==> config.mk <==
export PLATFORM = sky130hd
export DESIGN_NAME = draw_sprite_32x32
export DESIGN_NICKNAME = d
export VERILOG_FILES = /design/src/rtl/draw_sprite_32x32.sv
export SDC_FILE = /design/constraint.sdc
export NUM_CORES = 1
export LEC_CHECK = 0
export BUFFER_PORTS_ARGS = -buffer_cell sky130_fd_sc_hd__buf_2
export CORE_ASPECT_RATIO = 0.5
export CORE_MARGIN = 1.5
export CORE_UTILIZATION = 45
export CTS_BUF_LIST = sky130_fd_sc_hd__clkbuf_4
export DETAILED_ROUTE_END_ITERATION = 16
export PLACE_DENSITY = 0.75
export SLEW_MARGIN = 20
export SYNTH_ARGS = -nofsm -noshare
export SYNTH_HDL_FRONTEND = slang
export SYNTH_SLANG_ARGS = --single-unit
export TNS_END_PERCENT = 20
==> constraint.sdc <==
create_clock -name clk -period 5.7 [get_ports clk]
set_clock_uncertainty 0.2 [all_clocks]
set_input_delay 1.14 -clock clk [delete_from_list [all_inputs] [get_ports clk]]
set_output_delay 1.14 -clock clk [all_outputs]
set_load 0.03 [all_outputs]
==> src/rtl/draw_sprite_32x32.sv <==
// Overlays a 32x32 ROM sprite onto the pixel stream at a position latched on each
// vblank rising edge; timing and background are realigned to the 3-cycle ROM path.
module draw_sprite_32x32 #(
    parameter int          IMG_WIDTH       = 32,
    parameter int          IMG_HEIGHT      = 32,
    parameter bit          TRANSPARENT_EN  = 1'b1,
    parameter logic [11:0] TRANSPARENT_RGB = 12'h000
) (
    input  logic        clk,
    input  logic        rst,
    input  logic [10:0] hcount_in,
    input  logic        hsync_in,
    input  logic        hblnk_in,
    input  logic [10:0] vcount_in,
    input  logic        vsync_in,
    input  logic        vblnk_in,
    input  logic [11:0] rgb_in,
    input  logic [11:0] xpos,
    input  logic [11:0] ypos,
    input  logic [11:0] rgb_pixel,
    output logic [9:0]  pixel_addr,
    output logic [10:0] hcount_out,
    output logic        hsync_out,
    output logic        hblnk_out,
    output logic [10:0] vcount_out,
    output logic        vsync_out,
    output logic        vblnk_out,
    output logic [11:0] rgb_out
);

    localparam logic [12:0] SPR_W = 13'(IMG_WIDTH);
    localparam logic [12:0] SPR_H = 13'(IMG_HEIGHT);

    typedef struct packed {
        logic [10:0] hcount;
        logic        hsync;
        logic        hblnk;
        logic [10:0] vcount;
        logic        vsync;
        logic        vblnk;
        logic [11:0] rgb;
        logic        in_win;
    } pix_t;

    function automatic logic [11:0] compose(input logic in_win,
                                            input logic [11:0] bg,
                                            input logic [11:0] fg);
        if (!in_win || (TRANSPARENT_EN && fg == TRANSPARENT_RGB))
            return bg;
        return fg;
    endfunction

    logic        vblnk_prev;
    logic        armed;
    logic        lat_en;
    logic [11:0] x_lat;
    logic [11:0] y_lat;

    logic [12:0] h13, v13, x13, y13;
    logic [4:0]  col_p0, row_p0;
    pix_t        pix_p0, pix_p1, pix_p2;

    // armed keeps a vblank that is already high at reset release from latching
    assign lat_en = vblnk_in && !vblnk_prev && armed;

    always_ff @(posedge clk or posedge rst) begin
        if (rst) begin
            vblnk_prev <= 1'b0;
            armed      <= 1'b0;
            x_lat      <= '0;
            y_lat      <= '0;
        end else begin
            vblnk_prev <= vblnk_in;
            if (!vblnk_in)
                armed <= 1'b1;
            if (lat_en) begin
                x_lat <= xpos;
                y_lat <= ypos;
            end
        end
    end

    // stage 0: window test and address, 13-bit so x_lat+32 cannot wrap
    always_comb begin
        h13    = {2'b00, hcount_in};
        v13    = {2'b00, vcount_in};
        x13    = {1'b0, x_lat};
        y13    = {1'b0, y_lat};
        col_p0 = hcount_in[4:0] - x_lat[4:0];
        row_p0 = vcount_in[4:0] - y_lat[4:0];

        pix_p0        = '0;
        pix_p0.hcount = hcount_in;
        pix_p0.hsync  = hsync_in;
        pix_p0.hblnk  = hblnk_in;
        pix_p0.vcount = vcount_in;
        pix_p0.vsync  = vsync_in;
        pix_p0.vblnk  = vblnk_in;
        pix_p0.rgb    = rgb_in;
        pix_p0.in_win = !hblnk_in && !vblnk_in &&
                        (h13 >= x13) && (h13 < x13 + SPR_W) &&
                        (v13 >= y13) && (v13 < y13 + SPR_H);
    end

    // stage 1: ROM address issued; stage 2: ROM data aligned with delayed stream
    always_ff @(posedge clk or posedge rst) begin
        if (rst) begin
            pixel_addr <= '0;
            pix_p1     <= '0;
            pix_p2     <= '0;
        end else begin
            pixel_addr <= {row_p0, col_p0};
            pix_p1     <= pix_p0;
            pix_p2     <= pix_p1;
        end
    end

    // stage 3: composited output register
    always_ff @(posedge clk or posedge rst) begin
        if (rst) begin
            hcount_out <= '0;
            hsync_out  <= 1'b0;
            hblnk_out  <= 1'b0;
            vcount_out <= '0;
            vsync_out  <= 1'b0;
            vblnk_out  <= 1'b0;
            rgb_out    <= '0;
        end else begin
            hcount_out <= pix_p2.hcount;
            hsync_out  <= pix_p2.hsync;
            hblnk_out  <= pix_p2.hblnk;
            vcount_out <= pix_p2.vcount;
            vsync_out  <= pix_p2.vsync;
            vblnk_out  <= pix_p2.vblnk;
            rgb_out    <= compose(pix_p2.in_win, pix_p2.rgb, rgb_pixel);
        end
    end

endmodule

# Word level (Yosys, flattened, before mapping)
# Index checks and enable logic that the tools add are counted.
# Widths: inputs -> output; s select.
[totals]
latch_bits = 0
wordCells = 51
romBits = 0
regBits = 151
mem_bits_rw = 0
memories = 0
[op_classes]
n_reduce_logical = 13
n_bitwise = 0
order_cmp = 4
n_mul = 0
n_addsub = 4
n_div = 0
n_eq_ne = 0
shifts = 0
mux = 3
[ops]
columns = ["op", "n"]
rows = [
  ["$add 12x6->13 const B", 2],
  ["$lt 11x13->1", 2],
  ["$ge 11x12->1", 2],
  ["$mux 12", 2],
  ["$logic_not 12->1", 1],
  ["$sub 5x5->5", 2],
  ["$logic_and 1x1->1", 7],
  ["$logic_not 1->1", 4],
  ["$logic_or 1x1->1", 1],
  ["$mux 1", 1],
]

# Depth between registers and ports, before layout
# Gate-level depths: netlist of run 1.
[logic_depth]
word_depth = 6
depth_mapped = 10

# Least setup slack after synthesis of run 1
# Ideal clock, no wire load.
[synth_path]
path_type = "input to register"
start = "input port vcount_in[2]"
end = "register pix_p1[0] (netlist bit)"
required_time_ps = 5404
path_buffers = 0
setup_slack_ps = 2793
cell_stages = 7
t_arrival_ps = 2611
cell_sequence = "ha_1 o21ai_0 a21oi_1 o221ai_1 a211oi_1 or4_1 nor4_2"
[synth_rtl]
columns = ["element", "line_no", "rtl"]
rows = [
  ["start, declared", "14", "input logic [10:0] vcount_in,"],
  ["end signal, assigned", "113", "pix_p1 <= pix_p0;"],
  ["end, declared", "61", "pix_t pix_p0, pix_p1, pix_p2;"],
]

==> results, run 1 <==
- By count the netlist is led by sky130_fd_sc_hd__dfrtp_1, sky130_fd_sc_hd__ha_1, sky130_fd_sc_hd__mux2_2.
- The combinational group share of total power is 17.8%.
- The floorplan die area is 0.0127 mm2.
- Following the worst setup path forward leads to its endpoint at pix_p1[0]$_DFF_PP0_.
- In this run, synthesis produced a sequential element count of 151.
- The max-slew violation total from the final report is 0.
- The commonest register cell after synthesis is sky130_fd_sc_hd__dfrtp_1.
- In this run the power density over the cells is 347 mW/mm2.
- Setup repair after global routing left no endpoint under its margin.
- The remaining routing DRC violations is 0.
- The die boundary height is 80.6 um.
- The count of flip-flops with a built-in enable after synthesis is 0.
- The initial antenna violation count is 0.
- The proportion of register bits with asynchronous set or reset after synthesis is 100%.
- The total grt overflow is 0.
- The total count of hold-check failures in the final report is 0.
- The part of the power in registers is 52.8%.
- The number of H-tree branching levels is 4.
- The highest ir drop seen on vdd is 0.120 mV.
- The count of cell types in the netlist is 38.
- The standby leakage power is 3.22 nW.
- At the worst endpoint, the required time is 5.91 ns.
- The net switching power figure is 0.000639 W.
- The number of global-route vias before repair is 3180.
- The share of final-layout standard cells stronger than drive strength 1 is 38.2%.
- The number of nets in the layout is 615.
- The biggest area contributor in the post-synthesis netlist is sky130_fd_sc_hd__dfrtp_1.
- Global routing used 15.5% of the available tracks.
- The highest achievable clock rate is 364 MHz.
- The kind of capture point of the worst setup path is a flip-flop.
- Yosys printed 0 warnings.
- The beginning of the critical path is vcount_in[2].
- In the routed layout, each cell is associated on average with a via count of 4.51.
- The switching fraction of total power is 28.1%.
- By instance count, the leading cell after synthesis is sky130_fd_sc_hd__dfrtp_1.
- The insertion delay to the later sink of the worst-skew pair is 0.50 ns.
- Clock-pin slew was measured on the worst setup and hold paths at 0.11 ns.
- The run finished with clean final reports.
- The area growth from synthesis to final layout is 20.9%.
- The number of hold buffers added after CTS was 0.
- The first TritonRoute pass finished after 6 iterations.
- The floorplan die width is 158 um.
- Dividing the detail-routed wire length by the instance count gives 13.1 um.
- The clock network fraction of total power is 29.4%.
- The buffer levels on the longest clock path is 2.
- The routed layout has 3055 vias.
- In this run the critical register-to-register path is captured at pix_p1[0]$_DFF_PP0_.
- The synthesized area divided by synthesized cell count is 15.1 um2.
- Setup slack on the worst reg-to-reg path comes out at 3.19 ns.
- The first routing iteration left 96 violations.
- The post-CTS resize count is 0.
- The number of I/O port buffers is 123.
- After routing, the total negative slack on setup checks comes to 0 ns.
- During I/O placement, the number of pins put on the boundary was 124.
- The type of the worst min-delay path is flip-flop to flip-flop.
- In this run the core area contains 28 standard-cell rows.
- After filler insertion, the fill cell instance count of the layout stands at 1005.
- The area of the core region is 0.0118 mm2.
- CTS saw 151 sinks.
- The worst setup path is of the input pin to flip-flop kind.
- The worst path needs 2.74 ns of the cycle, external delays included.
- The area share of the largest cell type after synthesis is 69.8%.
- The congestion estimate from routability-driven global placement came to 0.831.
- The launch point of the worst reg-to-reg path is y_lat[5]$_DFFE_PP0P_.
- The post-synthesis cell count is 359.
- STA classifies the critical path startpoint as an input pin.
- The reported max-cap violation count is 0.
- By area the synthesized netlist is led by sky130_fd_sc_hd__dfrtp_1, sky130_fd_sc_hd__ha_1, sky130_fd_sc_hd__mux2_2.
- The final antenna-violating net count is 0.
- The number of nets in the synthesized netlist is 473.
- The repair_antennas step left the layout with diodes totalling 0.
- The final count of negative-setup-slack endpoints is 0.
- The sequential cell area fraction in the yosys report is 69.8%.
- Measured in cells, the most critical reg-to-reg path has a length of 9.
- STA puts the critical path data arrival time at 2.95 ns.
- Along the worst path, the maximum fanout reaches 4.
- The final critical path takes up 48.1% of the cycle.
- The slew at the pin closest to its max-slew limit is 0.939 ns.
- The largest net degree at the start of global routing is 114.
- The cell area that synthesis handed to floorplanning was 0.00541 mm2.
- In this run the tightest slew margin relative to its limit is 37.4%.
- The post-detailed-routing wire length is 8920 um.
- The design draws 0.00227 W.
- The initial cell density of the core is 46.0%.
- The detailed placer's ending HPWL is 6610 um.
- The root buffer cell chosen for the clock tree is sky130_fd_sc_hd__clkbuf_4.
- The wire length of the first global-routing pass is 14700 um.
- The CTS tree is yes.
- The internal cell power is 0.00163 W.
- Clock tree synthesis inserted a total of 17 buffers.
- After clock tree synthesis, the setup repair step added 0 buffers.
sequential cells by signal (all words and copies together), names as in the netlist:
register / count
vcount_out: 11
pix_p2: 39
x_lat: 12
hblnk_out: 1
hsync_out: 1
rgb_out: 12
hcount_out: 11
vsync_out: 1
pix_p1: 39
vblnk_out: 1
armed: 1
y_lat: 12
pixel_addr: 10
power groups by stage:
stage | clock [W] | sequential (W) | combinational (W)
final | 0.000667 | 0.00120 | 0.000405
after global routing | 0.000746 | 0.00121 | 0.000457
after CTS | 0.000696 | 0.00120 | 0.000411
after detailed placement | 0 | 0.00122 | 0.000408
after global placement | 0 | 0.00122 | 0.000398
after floorplan | 0 | 0.00129 | 0.000208
metal layers:
metal / wire length, um / GRT usage [%]
met5: 0 / 0
met4: 74 / 6.07
met3: 500 / 5.72
met2: 4480 / 25.9
met1: 3860 / 18.4
logic make-up after synthesis:
group / share of synthesized area, %
flops: 69.8
simple gates: 4.62
buf+inv: 2.63
fa+ha+maj: 9.06
compound gates: 4.25
mux: 7.70
xor+xnor: 1.94
metrics by stage:
step                      hold WS [ns]  cells  utilization [%]  instance area, um2  setup slack (ns)
after floorplan                  0.131    359                -                5410             0.295
after global placement           0.131    647             53.1                6250              2.56
after detailed placement         0.135    647             53.1                6250              2.46
after CTS                        0.146    678             55.6                6550              3.03
after global routing             0.150    678             55.6                6550              2.90
final                            0.146    678             55.6                6550              2.96
worst min-delay path by stage:
stage	from	to	depth (start not counted)
after detailed placement	pix_p2[37]$_DFF_PP0_	hcount_out[9]$_DFF_PP0_	0
after global routing	pix_p1[24]$_DFF_PP0_	pix_p2[24]$_DFF_PP0_	0
after floorplan	pix_p2[26]$_DFF_PP0_	hblnk_out$_DFF_PP0_	0
final	pix_p1[24]$_DFF_PP0_	pix_p2[24]$_DFF_PP0_	0
after CTS	pix_p1[24]$_DFF_PP0_	pix_p2[24]$_DFF_PP0_	0
after global placement	pix_p2[17]$_DFF_PP0_	vcount_out[2]$_DFF_PP0_	0
area by class of cell:
cell class / count / area, um2 / share of cell area (%)
repair buffers: 126 / 638 / 9.75
clock buffers: 19 / 143 / 2.18
well taps: 165 / 206 / 3.15
inverters: 35 / 136 / 2.08
clock inverters: 12 / 153 / 2.33
flip-flops and latches: 151 / 3780 / 57.7
multi-input cells: 170 / 1490 / 22.8
worst max-delay path: stages:
cell and delay, ns:
sky130_fd_sc_hd__buf_2 0.11, sky130_fd_sc_hd__ha_1 0.34, sky130_fd_sc_hd__o21ai_0 0.24, sky130_fd_sc_hd__a21oi_1 0.10, sky130_fd_sc_hd__o221ai_1 0.21, sky130_fd_sc_hd__a211oi_1 0.12
sky130_fd_sc_hd__or4_1 0.42, sky130_fd_sc_hd__nor4_2 0.28
placed cells by master, fill, tap and decap left out, types with 4 or more instances in the layout:
master,netlist,final
sky130_fd_sc_hd__a21o_1,4,4
sky130_fd_sc_hd__nand2_1,10,10
sky130_fd_sc_hd__mux2_2,36,36
sky130_fd_sc_hd__dfrtp_1,151,151
sky130_fd_sc_hd__clkbuf_4,0,19
sky130_fd_sc_hd__nand2b_1,4,4
sky130_fd_sc_hd__nor2_1,10,10
sky130_fd_sc_hd__a21oi_1,15,15
sky130_fd_sc_hd__o21ai_0,5,5
sky130_fd_sc_hd__buf_2,0,123
sky130_fd_sc_hd__xnor2_1,11,11
sky130_fd_sc_hd__nand3_1,5,5
sky130_fd_sc_hd__inv_1,35,34
sky130_fd_sc_hd__ha_1,36,36
(Power assumes the default switching activity.)
==> run 2, diff against run 1 <==
==> constraint.sdc (replaced) <==
create_clock -name clk -period 2.4 [get_ports clk]
set_clock_uncertainty 0.2 [all_clocks]
set_input_delay 0.48 -clock clk [delete_from_list [all_inputs] [get_ports clk]]
set_output_delay 0.48 -clock clk [all_outputs]
set_load 0.03 [all_outputs]
==> run 2 against run 1 <==
  * Register-to-register slack worse by 3.2 ns
  * Count of clock-buffer cells in the layout decreased by 1
  * Non-clock buffer count is 93 higher
  * Global-route usage grew 2.3 points
  * Clock power increased by 130%
  * Die area is the same
  * Total power increased by 150%
  * Cell count is 14% higher
  * Highest routed layer unchanged
==> results, run 2 (synthesis gave the netlist of run 1 again) <==
- The standard cell area after detailed placement is 0.00640 mm2.
- Subtracting the final worst setup slack from the clock period gives 2.39 ns.
- The global-route total usage across every layer is 17.9%.
- The initial cell density of the core is 46.0%.
- The relative max-transition margin is 73.2%.
- The slew at the pin closest to its max-slew limit is 0.402 ns.
- The global routing met2 resource utilization is 30.7%.
- The initial antenna violation count was 0.
- The area of the core region is 0.0118 mm2.
- The part of the power in registers is 50.8%.
- The met3 demand-to-capacity share in global routing is 5.94%.
- For this run, global-route usage on met1 was measured as 21.2%.
- Of all nets on the critical path, the largest fanout is 3.
- The worst setup path is launched from an input pin.
- The internal power of the cells totals 0.00395 W.
- The clock drives 151 sinks.
- Setup repair after global routing could not meet its margin everywhere.
- The final critical-path share of the clock period is 99.7%.
- The busiest metal layer after global routing is met2.
- In the final layout, the registers with the most flip-flops are pix_p1: 39 flops, pix_p2: 39 flops.
- The insertion delay to the later sink of the worst-skew pair is 0.53 ns.
- The total count of hold-check failures in the final report came to 0.
- The number of global-route vias before repair was 3691.
- The number of I/O port buffers is 123.
- The type of the worst setup path is input pin to flip-flop.
- After filler insertion, the fill cell instance count of the layout stands at 905.
- The die boundary height is 80.6 um.
- The number of nets in the layout is 708.
- Leaving out fill and tap cells, the most frequent cells in the layout are sky130_fd_sc_hd__dfrtp_1, sky130_fd_sc_hd__buf_2, sky130_fd_sc_hd__dlygate4sd3_1, sky130_fd_sc_hd__mux2_2, sky130_fd_sc_hd__inv_1.
- In this run the worst hold path is classified as flip-flop to flip-flop.
- The total grt overflow is 0.
- Setup violations remaining at the end of the flow were counted as 0.
- The routed layout has 3477 vias.
- The number of H-tree branching levels is 4.
- For this design the static power due to leakage is 3.62 nW.
- The clock root buffer is sky130_fd_sc_hd__clkbuf_4.
- Adding up every negative setup slack in the final design gives 0 ns.
- Max-cap violations in this run came to 0.
- The area growth from synthesis to final layout is 39.8%.
- The floorplan die width is 158 um.
- The highest achievable clock rate is 418 MHz.
- The placer congestion estimate is 0.881.
- The clock network fraction of total power is 27.5%.
- The detailed placer's ending HPWL is 6940 um.
- Leaving out fill and tap cells, the most frequent cell in the layout is sky130_fd_sc_hd__dfrtp_1.
- The first global-routing pass estimated 16900 um of wire.
- After routing the design area is 0.00757 mm2.
- The final worst setup slack is 0.00631 ns.
- The buffer levels on the longest clock path is 2.
- The count of nets left with antenna violations once routing finished came out at 0.
- The post-detailed-routing wire length is 10400 um.
- During I/O placement, the number of pins put on the boundary was 124.
- In this run, the combinational gates consume 21.7% of the power.
- Across the whole layout, storage elements account for 0.00378 mm2.
- For this design the total switching power over the nets is 0.00167 W.
- The data required time of the critical path is 2.63 ns.
- The share of final-layout standard cells stronger than drive strength 1 is 39.0%.
- Along the worst hold path, the cell count comes to 0.
- The tightest hold path in the finished design has a slack of 0.147 ns.
- After clock tree synthesis, the clock-pin slew on the worst setup and hold paths is 0.13 ns.
- The critical path arrival is 2.62 ns.
- The row count is 28.
- Buffers inserted during clock tree synthesis total 17.
- TritonCTS built the clock tree.
- For this run, design rule violations remaining after detail routing come to 0.
- The die covers 0.0127 mm2.
- Entering global routing, the biggest net connects 79 pins.
- OpenSTA, run right after detailed placement, puts the worst setup slack at -0.110 ns.
- The final antenna diode count is 0.
- The max-slew violation total from the final report is 0.
- The pre-antenna-repair detailed-routing pass consisted of 4 iterations.
- For the worst flop-to-flop path, the logic depth is 9.
- The vias per cell is 4.50.
- Of the total power, the share spent switching nets is 29.7%.
- In the final layout, the multi-input gates occupy 0.00161 mm2.
- The average wire per standard cell is 13.5 um.
- The power per standard cell area is 742 mW/mm2.
- IR analysis of the VDD net gives a maximum drop of 0.394 mV.
- The count of routing violations after the opening detailed-route iteration is 149.
- The run finished with clean final reports.
- The kind of capture point of the worst setup path is a flip-flop.
run 2: metrics by stage:
| stage | total power [W] | utilization (%) | cells |
|---|---|---|---|
| after floorplan | 0.00356 | - | 359 |
| after global placement | 0.00391 | 54.3 | 663 |
| after detailed placement | 0.00395 | 54.3 | 663 |
| after CTS | 0.00560 | 63.1 | 770 |
| after global routing | 0.00596 | 64.3 | 772 |
| final | 0.00562 | 64.3 | 772 |
run 2: area by class of cell:
type	count	area share [%]
inverter	35	1.79
sequential	151	50.0
multi-input combinational	170	21.3
tap	165	2.73
clock buffer	18	1.79
timing repair buffer	219	20.5
clock inverter	14	1.95
run 2: timing repair:
action                     CTS  global route
setup buffers                0             3
setup endpoints to repair    0             1
resized for setup            0            27
hold endpoints to repair   226             0
hold buffers                75             0
run 2: worst paths after layout:
check | endpoint | from | slack (ns)
max | pix_p1[0]$_DFF_PP0_ | vcount_in[1] | 0.006
min reg2reg | hcount_out[8]$_DFF_PP0_ | pix_p2[36]$_DFF_PP0_ | 0.15
max in group asynchronous | y_lat[5]$_DFFE_PP0P_ | rst | 1.20
min in group asynchronous | pix_p1[15]$_DFF_PP0_ | rst | 0.45
min | hcount_out[8]$_DFF_PP0_ | pix_p2[36]$_DFF_PP0_ | 0.15
max reg2reg | pix_p1[0]$_DFF_PP0_ | y_lat[6]$_DFFE_PP0P_ | 0.03
run 2: critical path: stages:
cell                            delay, ns
sky130_fd_sc_hd__dlygate4sd3_1       0.54
sky130_fd_sc_hd__buf_2               0.14
sky130_fd_sc_hd__ha_1                0.30
sky130_fd_sc_hd__nand2b_1            0.10
sky130_fd_sc_hd__a21oi_1             0.10
sky130_fd_sc_hd__o221ai_2            0.20
sky130_fd_sc_hd__a211oi_2            0.10
sky130_fd_sc_hd__or4_4               0.53
sky130_fd_sc_hd__nor4_4              0.13
run 2: routing by layer:
metal | part of all wire (%) | up-vias | routed length [um]
li1 | - | 1685 | -
met1 | 43 | 1709 | 4470
met2 | 52 | 72 | 5420
met3 | 4.1 | 11 | 430
met4 | 0.87 | 0 | 91
met5 | 0 | - | 0
run 2: power by group through the flow:
stage,clock (W),combinational (W),sequential [W]
floorplan,0,0.000494,0.00307
global placement,0,0.00102,0.00288
detailed placement,0,0.00105,0.00290
CTS,0.00161,0.00115,0.00284
global route,0.00173,0.00135,0.00288
finish,0.00154,0.00122,0.00285
==> run 3, diff against run 2 <==
==> constraint.sdc (replaced) <==
create_clock -name clk -period 2.4 [get_ports clk]
set_clock_uncertainty 0.2 [all_clocks]
set_input_delay 0.6 -clock clk [delete_from_list [all_inputs] [get_ports clk]]
set_output_delay 0.6 -clock clk [all_outputs]
set_load 0.03 [all_outputs]
==> run 3 against run 2 <==
  * Flip-flop and latch count is the same
  * Register-to-register slack is essentially flat
  * Core utilization shrank 3.6 points
  * Via count shrank 3.7%
  * Critical path depth is the same
  * Hold slack lost 0.062 ns
  * Total power grew 1.3%
  * Global-route usage shrank 1.1 points
  * Routed wire length shrank 6.5%
  * Critical path type is now flip-flop to flip-flop
==> results, run 3 (synthesis gave the netlist of run 1 again) <==
- The type of the worst setup path is flip-flop to flip-flop.
- Of all nets on the critical path, the largest fanout is 5.
- The number of optimization iterations in the first detailed-route pass is 4.
- The final critical path takes up 98.9% of the cycle.
- The core region is 0.0118 mm2.
- STA classifies the critical path endpoint as a flip-flop.
- Clock-pin slew was measured on the worst setup and hold paths at 0.13 ns.
- For this design the top-level I/O count stands at 124.
- The number of buffer and inverter instances along the worst setup path is 1.
- The final count of negative-setup-slack endpoints is 0.
- TritonCTS built the clock tree.
- The startpoint kind of the worst setup timing path is a flip-flop.
- The buffer levels on the longest clock path is 2.
- The number of buffers added by the clock tree synthesis step is 17.
- The highest ir drop seen on vdd is 0.346 mV.
- Entering global routing, the biggest net connects 111 pins.
- The final antenna diode count is 0.
- The filler cell count in the final layout is 945.
- The slowest stage of the critical path is the sky130_fd_sc_hd__or4_1 cell.
- The area growth from synthesis to final layout is 31.9%.
- The max-slew violation total from the final report is 0.
- Setup total negative slack on the finished layout was measured at 0 ns.
- Leaving out fill and tap cells, the most frequent cell in the layout is sky130_fd_sc_hd__dfrtp_1.
- The clock root buffer is sky130_fd_sc_hd__clkbuf_4.
- The detailed placer's ending HPWL is 6970 um.
- The number of I/O port buffers is 123.
- The run finished with clean final reports.
- In the final layout, the registers with the most flip-flops are pix_p1: 39 flops, pix_p2: 39 flops.
- Setup repair after global routing could not meet its margin everywhere.
- The reported max-cap violation count is 0.
- For the worst setup path, the data required time is 2.64 ns.
- The number of cells in the finished layout apart from fillers is 739.
- The wire length of the first global-routing pass is 16000 um.
- The signal on the critical path passes through ha_2 -> inv_1 -> ha_1 -> a21oi_2 -> o21ai_1 -> nor2_1 -> a211oi_1 -> or4_1 -> nor4_2.
- Clock latency on the worst-skew pair, taken at its later pin, is 0.53 ns.
- The initial antenna violation count was 0.
- The sequential standard cell area is 0.00378 mm2.
- The path class of the tightest hold or removal check is input pin to flip-flop.
- For this configuration, the core starts out at a cell density of 46.0%.
- After detailed routing, the total wire length is 9730 um.
- For this block, the initial DRC count from the detailed router was 96.
- The power per standard cell area is 796 mW/mm2.
- The shortest clock period the worst path allows after layout is 2.37 ns.
- For this block, the via count after detailed routing is 3347.
- The top cell types in the final layout, fill and taps aside, are sky130_fd_sc_hd__dfrtp_1, sky130_fd_sc_hd__buf_2, sky130_fd_sc_hd__dlygate4sd3_1, sky130_fd_sc_hd__mux2_2, sky130_fd_sc_hd__ha_1.
- The die boundary height is 80.6 um.
- The TritonCTS sink count is 151.
- The die covers 0.0127 mm2.
- The standby leakage power is 3.50 nW.
- The number of H-tree branching levels is 4.
- The final antenna-violating net count is 0.
- Measured against its own limit, the worst slew margin works out to 61.8%.
- The total grt overflow is 0.
- In this design, the largest share of critical-path delay is due to simple AND/OR/NAND/NOR gates.
- Global routing consumed, over all layers together, 16.8% of the routing resources.
- Dividing the detail-routed via count by the number of cells gives 4.53.
- The slew at the pin closest to its max-slew limit is 0.573 ns.
- Derived from the worst setup path, the maximum achievable clock frequency is 421 MHz.
- The critical path arrival is 2.61 ns.
- From left edge to right edge, the die measures 158 um.
- The remaining routing DRC violations is 0.
- Once placement completed, the tool counted placed cells totaling 669.
- The largest stage delay on the critical path is 0.49 ns.
- The total count of hold-check failures in the final report is 0.
- At the end of routability-driven placement, the weighted congestion stood at 0.875.
- The share of final-layout standard cells stronger than drive strength 1 is 38.9%.
- The number of global-route vias before repair is 3529.
- The area occupied by multi-input gates is 0.00150 mm2.
- In the final routed layout, each cell accounts on average for 13.2 um.
- The floorplan has 28 rows.
- The number of nets in the layout is 675.
[run 3: cell type report]
cell class	count	share of cell area, %
Clock buffer	17	1.79
Tap cell	165	2.89
Inverter	35	1.89
Sequential cell	151	52.9
Timing Repair Buffer	186	16.7
Clock inverter	15	2.82
Multi-Input combinational cell	170	21.0
[run 3: final timing paths]
kind,cells past startpoint,slack [ns],to,start
worst max register to register,9,0.03,pix_p1[0]$_DFF_PP0_,y_lat[6]$_DFFE_PP0P_
worst max-delay path,9,0.03,pix_p1[0]$_DFF_PP0_,y_lat[6]$_DFFE_PP0P_
max in group asynchronous,4,0.99,y_lat[7]$_DFFE_PP0P_,rst
worst min-delay path,2,0.08,y_lat[8]$_DFFE_PP0P_,ypos[8]
worst min register to register,0,0.14,pix_p2[33]$_DFF_PP0_,pix_p1[33]$_DFF_PP0_
min in group asynchronous,4,0.55,pix_p2[37]$_DFF_PP0_,rst
[run 3: worst register-to-register path, stage by stage, from the launching register on]
cell and delay, ns:
sky130_fd_sc_hd__dfrtp_1 0.45, sky130_fd_sc_hd__ha_2 0.33, sky130_fd_sc_hd__inv_1 0.04, sky130_fd_sc_hd__ha_1 0.29
sky130_fd_sc_hd__a21oi_2 0.12, sky130_fd_sc_hd__o21ai_1 0.07, sky130_fd_sc_hd__nor2_1 0.08, sky130_fd_sc_hd__a211oi_1 0.08
sky130_fd_sc_hd__or4_1 0.49, sky130_fd_sc_hd__nor4_2 0.14
[run 3: layer usage]
| layer | up-vias | track usage, % | routed length (um) |
|---|---|---|---|
| met5 | - | 0 | 0 |
| met4 | 0 | 7.01 | 139 |
| met3 | 11 | 5.07 | 446 |
| met2 | 70 | 29.1 | 5000 |
| met1 | 1634 | 19.6 | 4140 |
| li1 | 1632 | - | - |
[run 3: repair_timing]
action | CTS | global route
gates cloned | 0 | 0
endpoints found under the hold margin | 55 | 0
hold buffers | 37 | 0
resized for setup | 2 | 2
pin swaps | 2 | 0
buffers inserted | 0 | 1
setup endpoints to repair | 1 | 1
[run 3: power breakdown]
part | switching, W | internal [W]
registers | 0.0000858 | 0.00276
logic | 0.000614 | 0.000491
clock network | 0.000907 | 0.000836
[run 3: through the flow]
| step | instance area (um2) | hold slack [ns] | worst slack (ns) | utilization (%) | power (W) |
|---|---|---|---|---|---|
| detailed placement | 6430 | 0.135 | -0.214 | 54.6 | 0.00395 |
| finish | 7140 | 0.0841 | 0.0256 | 60.7 | 0.00569 |
| global route | 7140 | 0.0305 | -0.132 | 60.7 | 0.00602 |
| global placement | 6430 | 0.131 | -0.169 | 54.6 | 0.00392 |
| CTS | 7130 | 0.0397 | 0.000811 | 60.6 | 0.00577 |
| floorplan | 5420 | 0.131 | -0.303 | - | 0.00356 |
